**src/rtl/store_buffer_pkg.sv**
```systemverilog
// rtl/store_buffer_pkg.sv - shared types for the store buffer: store type codes, entry layout, store predicate
package sb_pkg;

    localparam int SB_AW = 32;

    typedef enum logic [2:0] {
        ST_W = 3'b000,
        ST_H = 3'b001,
        ST_B = 3'b010
    } st_type_e;

    typedef struct packed {
        logic [SB_AW-1:0] addr;
        logic [31:0]      data;
        st_type_e         typ;
    } sb_entry_t;

    function automatic logic is_store(st_type_e t);
        return (t == ST_W) || (t == ST_H) || (t == ST_B);
    endfunction

endpackage

```
**src/rtl/store_buffer_if.sv**
```systemverilog
// rtl/store_buffer_if.sv - pipeline/data_mem facing bundle of the store buffer; SB_LOAD_FWD_EN adds forwarding signals
interface store_buffer_if
    import sb_pkg::*;
#(
    parameter int AW    = SB_AW,
    parameter int DEPTH = 4
);
    localparam int CW = $clog2(DEPTH) + 1;

    logic          st_valid;
    logic          st_ready;
    logic [AW-1:0] st_addr;
    logic [31:0]   st_data;
    logic [2:0]    st_type;
    logic          ld_valid;
    logic [AW-1:0] ld_addr;
    logic          ld_hazard;
    logic          drain_en;
    logic          mem_we;
    logic [AW-1:0] mem_adress;
    logic [31:0]   wr_data;
    logic [2:0]    data_type;
    logic          sb_empty;
    logic [CW-1:0] sb_count;
`ifdef SB_LOAD_FWD_EN
    logic          ld_fwd_valid;
    logic [31:0]   ld_fwd_data;
`endif

    modport slave (
        input  st_valid, st_addr, st_data, st_type, ld_valid, ld_addr, drain_en,
        output st_ready, ld_hazard, mem_we, mem_adress, wr_data, data_type, sb_empty, sb_count
`ifdef SB_LOAD_FWD_EN
        , output ld_fwd_valid, ld_fwd_data
`endif
    );

    modport master (
        output st_valid, st_addr, st_data, st_type, ld_valid, ld_addr, drain_en,
        input  st_ready, ld_hazard, mem_we, mem_adress, wr_data, data_type, sb_empty, sb_count
`ifdef SB_LOAD_FWD_EN
        , input ld_fwd_valid, ld_fwd_data
`endif
    );

endinterface

```
**src/rtl/store_buffer_match.sv**
```systemverilog
// rtl/store_buffer_match.sv - sb_match: per-entry word compare and youngest-match select, ordered relative to tail
module sb_match
    import sb_pkg::*;
#(
    parameter int DEPTH = 4,
    parameter int AW    = SB_AW,
    localparam int IW   = $clog2(DEPTH)
) (
    input  logic [DEPTH-1:0] valid,
    input  logic [AW-3:0]    slot_waddr [DEPTH],
    input  logic [DEPTH-1:0] slot_is_word,
    input  logic [AW-3:0]    ld_waddr,
    input  logic [IW-1:0]    tail,
    output logic             any_match,
    output logic [IW-1:0]    youngest_idx,
    output logic             youngest_is_word
);

    // Walk oldest to youngest (tail-DEPTH .. tail-1) so the last hit wins.
    always_comb begin
        logic [IW-1:0] idx;
        any_match        = 1'b0;
        youngest_idx     = '0;
        youngest_is_word = 1'b0;
        idx              = '0;
        for (int k = DEPTH; k >= 1; k--) begin
            idx = tail - IW'(k);
            if (valid[idx] && (slot_waddr[idx] == ld_waddr)) begin
                any_match        = 1'b1;
                youngest_idx     = idx;
                youngest_is_word = slot_is_word[idx];
            end
        end
    end

endmodule

```
**src/rtl/store_buffer.sv**
```systemverilog
// rtl/store_buffer.sv - posted-write store FIFO to data_mem with load hazard check; SB_LOAD_FWD_EN enables sw forwarding
module store_buffer
    import sb_pkg::*;
#(
    parameter int DEPTH = 4,
    parameter int AW    = SB_AW
) (
    input  logic           clk,
    input  logic           rst,
    store_buffer_if.slave  bus
);

    localparam int IW = $clog2(DEPTH);
    localparam int CW = IW + 1;

    sb_entry_t        slot_q [DEPTH];
    sb_entry_t        slot_d [DEPTH];
    logic [DEPTH-1:0] valid_q, valid_d;
    logic [IW-1:0]    head_q, head_d, tail_q, tail_d;
    logic [CW-1:0]    count_q, count_d;
    logic             push, pop;

    logic [AW-3:0]    slot_waddr [DEPTH];
    logic [DEPTH-1:0] slot_is_word;
    logic             any_match, youngest_is_word;
    logic [IW-1:0]    youngest_idx;
    logic             unused_ld_lane;

    // A full buffer refuses stores even while it drains that same cycle.
    assign bus.st_ready  = (count_q != CW'(DEPTH));
    assign bus.sb_empty  = (count_q == '0);
    assign bus.sb_count  = count_q;
    assign pop           = bus.drain_en && (count_q != '0);
    assign push          = bus.st_valid && bus.st_ready && is_store(st_type_e'(bus.st_type));

    assign bus.mem_we     = pop;
    assign bus.mem_adress = slot_q[head_q].addr[AW-1:0];
    assign bus.wr_data    = slot_q[head_q].data;
    assign bus.data_type  = slot_q[head_q].typ;

    always_comb begin
        slot_d  = slot_q;
        valid_d = valid_q;
        head_d  = head_q;
        tail_d  = tail_q;
        if (pop) begin
            valid_d[head_q] = 1'b0;
            head_d          = head_q + IW'(1);
        end
        if (push) begin
            slot_d[tail_q]  = '{addr: bus.st_addr, data: bus.st_data, typ: st_type_e'(bus.st_type)};
            valid_d[tail_q] = 1'b1;
            tail_d          = tail_q + IW'(1);
        end
        count_d = count_q + CW'(push) - CW'(pop);
    end

    always_ff @(posedge clk or posedge rst) begin
        if (rst) begin
            for (int i = 0; i < DEPTH; i++) slot_q[i] <= '0;
            valid_q <= '0;
            head_q  <= '0;
            tail_q  <= '0;
            count_q <= '0;
        end else begin
            slot_q  <= slot_d;
            valid_q <= valid_d;
            head_q  <= head_d;
            tail_q  <= tail_d;
            count_q <= count_d;
        end
    end

    always_comb begin
        for (int i = 0; i < DEPTH; i++) begin
            slot_waddr[i]   = slot_q[i].addr[AW-1:2];
            slot_is_word[i] = (slot_q[i].typ == ST_W);
        end
    end

    sb_match #(.DEPTH(DEPTH), .AW(AW)) u_match (
        .valid            (valid_q),
        .slot_waddr       (slot_waddr),
        .slot_is_word     (slot_is_word),
        .ld_waddr         (bus.ld_addr[AW-1:2]),
        .tail             (tail_q),
        .any_match        (any_match),
        .youngest_idx     (youngest_idx),
        .youngest_is_word (youngest_is_word)
    );

    assign unused_ld_lane = ^bus.ld_addr[1:0];

`ifdef SB_LOAD_FWD_EN
    assign bus.ld_hazard    = bus.ld_valid && any_match && !youngest_is_word;
    assign bus.ld_fwd_valid = bus.ld_valid && any_match && youngest_is_word;
    assign bus.ld_fwd_data  = slot_q[youngest_idx].data;
`else
    logic unused_youngest;
    assign bus.ld_hazard   = bus.ld_valid && any_match;
    assign unused_youngest = ^{youngest_idx, youngest_is_word};
`endif

endmodule
```
**src/flat_wrapper.sv**
```systemverilog
// flat-port wrapper written by rule: the top's interface ports become plain ports
module store_buffer_flat import sb_pkg::*;
#(
    parameter int DEPTH = 4,
    parameter int AW    = SB_AW
)
  (clk, rst, bus_st_valid, bus_st_addr, bus_st_data, bus_st_type, bus_ld_valid, bus_ld_addr, bus_drain_en, bus_st_ready, bus_ld_hazard, bus_mem_we, bus_mem_adress, bus_wr_data, bus_data_type, bus_sb_empty, bus_sb_count);
  store_buffer_if #(.AW(AW), .DEPTH(DEPTH)) bus_i ();
  input  logic clk;
  input  logic rst;
  input wire logic [$bits(bus_i.st_valid)-1:0] bus_st_valid;
  input wire logic [$bits(bus_i.st_addr)-1:0] bus_st_addr;
  input wire logic [$bits(bus_i.st_data)-1:0] bus_st_data;
  input wire logic [$bits(bus_i.st_type)-1:0] bus_st_type;
  input wire logic [$bits(bus_i.ld_valid)-1:0] bus_ld_valid;
  input wire logic [$bits(bus_i.ld_addr)-1:0] bus_ld_addr;
  input wire logic [$bits(bus_i.drain_en)-1:0] bus_drain_en;
  output wire logic [$bits(bus_i.st_ready)-1:0] bus_st_ready;
  output wire logic [$bits(bus_i.ld_hazard)-1:0] bus_ld_hazard;
  output wire logic [$bits(bus_i.mem_we)-1:0] bus_mem_we;
  output wire logic [$bits(bus_i.mem_adress)-1:0] bus_mem_adress;
  output wire logic [$bits(bus_i.wr_data)-1:0] bus_wr_data;
  output wire logic [$bits(bus_i.data_type)-1:0] bus_data_type;
  output wire logic [$bits(bus_i.sb_empty)-1:0] bus_sb_empty;
  output wire logic [$bits(bus_i.sb_count)-1:0] bus_sb_count;
  assign bus_i.st_valid = bus_st_valid;
  assign bus_i.st_addr = bus_st_addr;
  assign bus_i.st_data = bus_st_data;
  assign bus_i.st_type = bus_st_type;
  assign bus_i.ld_valid = bus_ld_valid;
  assign bus_i.ld_addr = bus_ld_addr;
  assign bus_i.drain_en = bus_drain_en;
  assign bus_st_ready = bus_i.st_ready;
  assign bus_ld_hazard = bus_i.ld_hazard;
  assign bus_mem_we = bus_i.mem_we;
  assign bus_mem_adress = bus_i.mem_adress;
  assign bus_wr_data = bus_i.wr_data;
  assign bus_data_type = bus_i.data_type;
  assign bus_sb_empty = bus_i.sb_empty;
  assign bus_sb_count = bus_i.sb_count;
  store_buffer #(.DEPTH(DEPTH), .AW(AW)) u_core (.clk(clk), .rst(rst), .bus(bus_i));
endmodule
```
**config.mk**
```make
export PLATFORM = sky130hd
export DESIGN_NAME = store_buffer_flat
export DESIGN_NICKNAME = d
export VERILOG_FILES = /design/src/rtl/store_buffer_pkg.sv /design/src/rtl/store_buffer_if.sv /design/src/rtl/store_buffer_match.sv /design/src/rtl/store_buffer.sv /design/src/flat_wrapper.sv
export SDC_FILE = /design/constraint.sdc
export NUM_CORES = 1
export LEC_CHECK = 0
export BUFFER_PORTS_ARGS = -buffer_cell sky130_fd_sc_hd__buf_2
export CAP_MARGIN = 20
export CORE_ASPECT_RATIO = 0.8
export CORE_MARGIN = 4
export CORE_UTILIZATION = 45
export CTS_CLUSTER_SIZE = 10
export DETAILED_ROUTE_END_ITERATION = 10
export GPL_TIMING_DRIVEN = 1
export PLACE_DENSITY = 0.61
export SYNTH_ARGS = -nofsm -noshare
export SYNTH_HDL_FRONTEND = slang
export SYNTH_HIERARCHICAL = 1
export SYNTH_SLANG_ARGS = --single-unit
```
**constraint.sdc**
```tcl
create_clock -name clk -period 18.5 [get_ports clk]
set_input_delay 1.85 -clock clk [delete_from_list [all_inputs] [get_ports clk]]
set_output_delay 1.85 -clock clk [all_outputs]
set_load 0.05 [all_outputs]
```
==> key figures <==
Worst setup path
  – Critical path required time: 16.65 ns
  – Worst path max stage delay: 0.87 ns
  – CP Buf/Inv Count: 2
  – Setup Crit Path Kind: reg2out
  – R2R depth: 5
  – Worst path slowest cell: buf_4
  – Reg2reg end: u_core/slot_q[93]
  – Critical-path maximum fanout: 68
  – Crit path max-delay family: buffers and inverters
  – CP most frequent cell: and2_1
  – CP endpoint kind: output port
  – Reg2reg setup slack: 15.52 ns
  – Worst path cell trace: buf_4 -> mux4_2 -> xnor2_1 -> o221ai_1 -> a2111oi_0 -> nand4_1 -> or3_1 -> and2_1 -> nand2_1 -> and2_1 -> buf_2
  – Worst reg2reg startpoint: u_core/tail_q[0]
  – Setup crit start kind: flop
  – Worst Path Arrival: 4.88 ns

GRT
  – Vias in the first global route: 11700
  – GRT Total Usage: 23.2%
  – Initial antenna violation count: 7
  – Grt total ovfl: 0
  – Largest net degree at the start of global routing: 105
  – Global-route wire length before repair: 73400 um

Worst hold path
  – Hold path startpoint: u_core/slot_q[78]
  – Hold Path Class: reg2reg
  – Hold path depth: 1
  – End of the worst hold path: u_core/slot_q[78]

Floorplan
  – Core ar.: 37400 sq um
  – Die width: 226 um
  – Die ar.: 41300 sq um
  – Initial Utilization: 45.9%
  – Boundary pin count: 178
  – Die Y: 183 um
  – FP Rows: 63

Finish
  – Layout cell share with drive strength beyond 1: 43.3%
  – Area growth syn-to-layout: 10.9%
  – Fill cell count: 3254
  – Nets: 1473
  – Register area: 7000 sq um
  – Multi-input gate area: 9310 sq um
  – Final core occ: 50.9%

Clock tree
  – Clock transition at path regs: 0.06 ns
  – Post-CTS Hold Buffers: 0
  – H-tree levels: 2
  – Post-CTS Setup Inserts: 0
  – Root Buffer: clkbuf_16
  – Num CTS Buffers: 35
  – CTS tree: yes
  – Worst skew pair latency: 0.53 ns
  – Post-CTS resize count: 0
  – Clock sink total: 279
  – CTS Buffer Depth: 3

Timing
  – Clock skew: 0.0249 ns
  – Minimum clock period: 6.73 ns
  – Relative slew margins: 34.5%
  – Worst slew pin tran: 0.983 ns
  – Final setup TNS: 0 ns
  – Period Utilization, post-route: 36.4%
  – Slew Limit Fails: 0
  – Final Hold Violating Endpoints: 0
  – Final WS setup: 11.77 ns
  – RSZ-0062 raised after global routing: false
  – Max Clock Freq: 0.148 GHz
  – Final Setup Violations: 0

Synth
  – Synth Instances: 1232
  – Mapped cell area: 17200 sq um
  – Syn_area_per_cell: 13.9 sq um
  – Syn_nets: 1347
  – Synth warn: 6

Route
  – Post-route ant nets: 0
  – First-pass DRT Iterations: 7
  – Initial DRC count: 812
  – DRC errors left: 0
  – Routed wire length: 47700 um
  – Via count: 11200
  – Routed vias/inst: 6.03
  – Avg WL per Cell: 25.7 um

Outcome
  – Status: completed

Placement
  – Final Wtd Congestion: 1.01
  – Detailed Place HPWL: 32800 um
  – Setup Slack @ Placement: 12.31 ns
  – Port Buffers: 175

Run
  – Number of max-cap violations: 0
[placed cells by master (no fill, tap or decap), types with 5 or more instances in the layout]
cell type and n:
mux2_4 40, mux4_2 105, and2_1 7, nor2_1 17
o22ai_1 10, mux2_1 32, buf_2 175, nand4_1 9
a21oi_1 17, nand3_1 6, clkbuf_1 5, ha_1 10
and3_1 6, dfrtp_1 275, a2111oi_0 7, nand2_1 28
xor2_1 32, a221oi_1 5, o21ai_0 22, inv_1 14
nor4_1 8, o211ai_1 7, xnor2_1 68, mux2i_1 127
a22oi_1 9, buf_4 13, mux2_2 201, nor3_1 9
clkbuf_16 35
[sequential cells by signal, indices dropped and copies added (netlist names)]
signal and cells:
u_core/bus.sb_count 3, u_core/valid_q 4, u_core/slot_q 268, u_core/head_q 2
u_core/tail_q 2
[worst max path at each step]
stage | start | to | slack (ns) | cells past startpoint
after floorplan | rst | u_core/bus.sb_count[0] | 8.96 | 1
after global placement | u_core/tail_q[1] | bus_ld_hazard | 12.37 | 11
after detailed placement | u_core/tail_q[1] | bus_ld_hazard | 12.31 | 11
after CTS | u_core/tail_q[1] | bus_ld_hazard | 11.76 | 11
after global routing | u_core/tail_q[1] | bus_ld_hazard | 11.57 | 11
final | u_core/tail_q[1] | bus_ld_hazard | 11.77 | 11
[final cells by class]
class	instances	area share, %
clock buffer	43	4.92
inverter	17	0.375
multi-input combinational	837	49.0
sequential	279	36.8
tap	487	3.20
timing repair buffer	188	5.12
antenna	1	0.0132
clock inverter	5	0.645
[worst register-to-register path: cells and delay by family (launching register included)]
family        cells  cell delay, ns
buf+inv           2            0.90
mux               1            0.47
simple gates      1            0.35
flops             1            0.89
fa+ha+maj         1            0.27
[per-stage QoR]
| stage | cell area, sq um | hold slack [ns] | cells |
|---|---|---|---|
| floorplan | 17200 | 0.448 | 1232 |
| global placement | 18000 | 0.463 | 1808 |
| detailed placement | 18000 | 0.470 | 1808 |
| CTS | 19000 | 0.487 | 1856 |
| global route | 19000 | 0.498 | 1857 |
| finish | 19000 | 0.486 | 1857 |
[layer usage]
layer | global-route usage, % | vias up | share of wire, %
li1 | - | 4936 | -
met1 | 34.3 | 5858 | 46
met2 | 34.7 | 330 | 45
met3 | 5.81 | 68 | 7.2
met4 | 5.19 | 12 | 2.0
met5 | 0 | - | 0.19
Power is left out: the tool's default activity adds up to more than one toggle a clock period on the data nets, which glitch-free logic cannot reach.
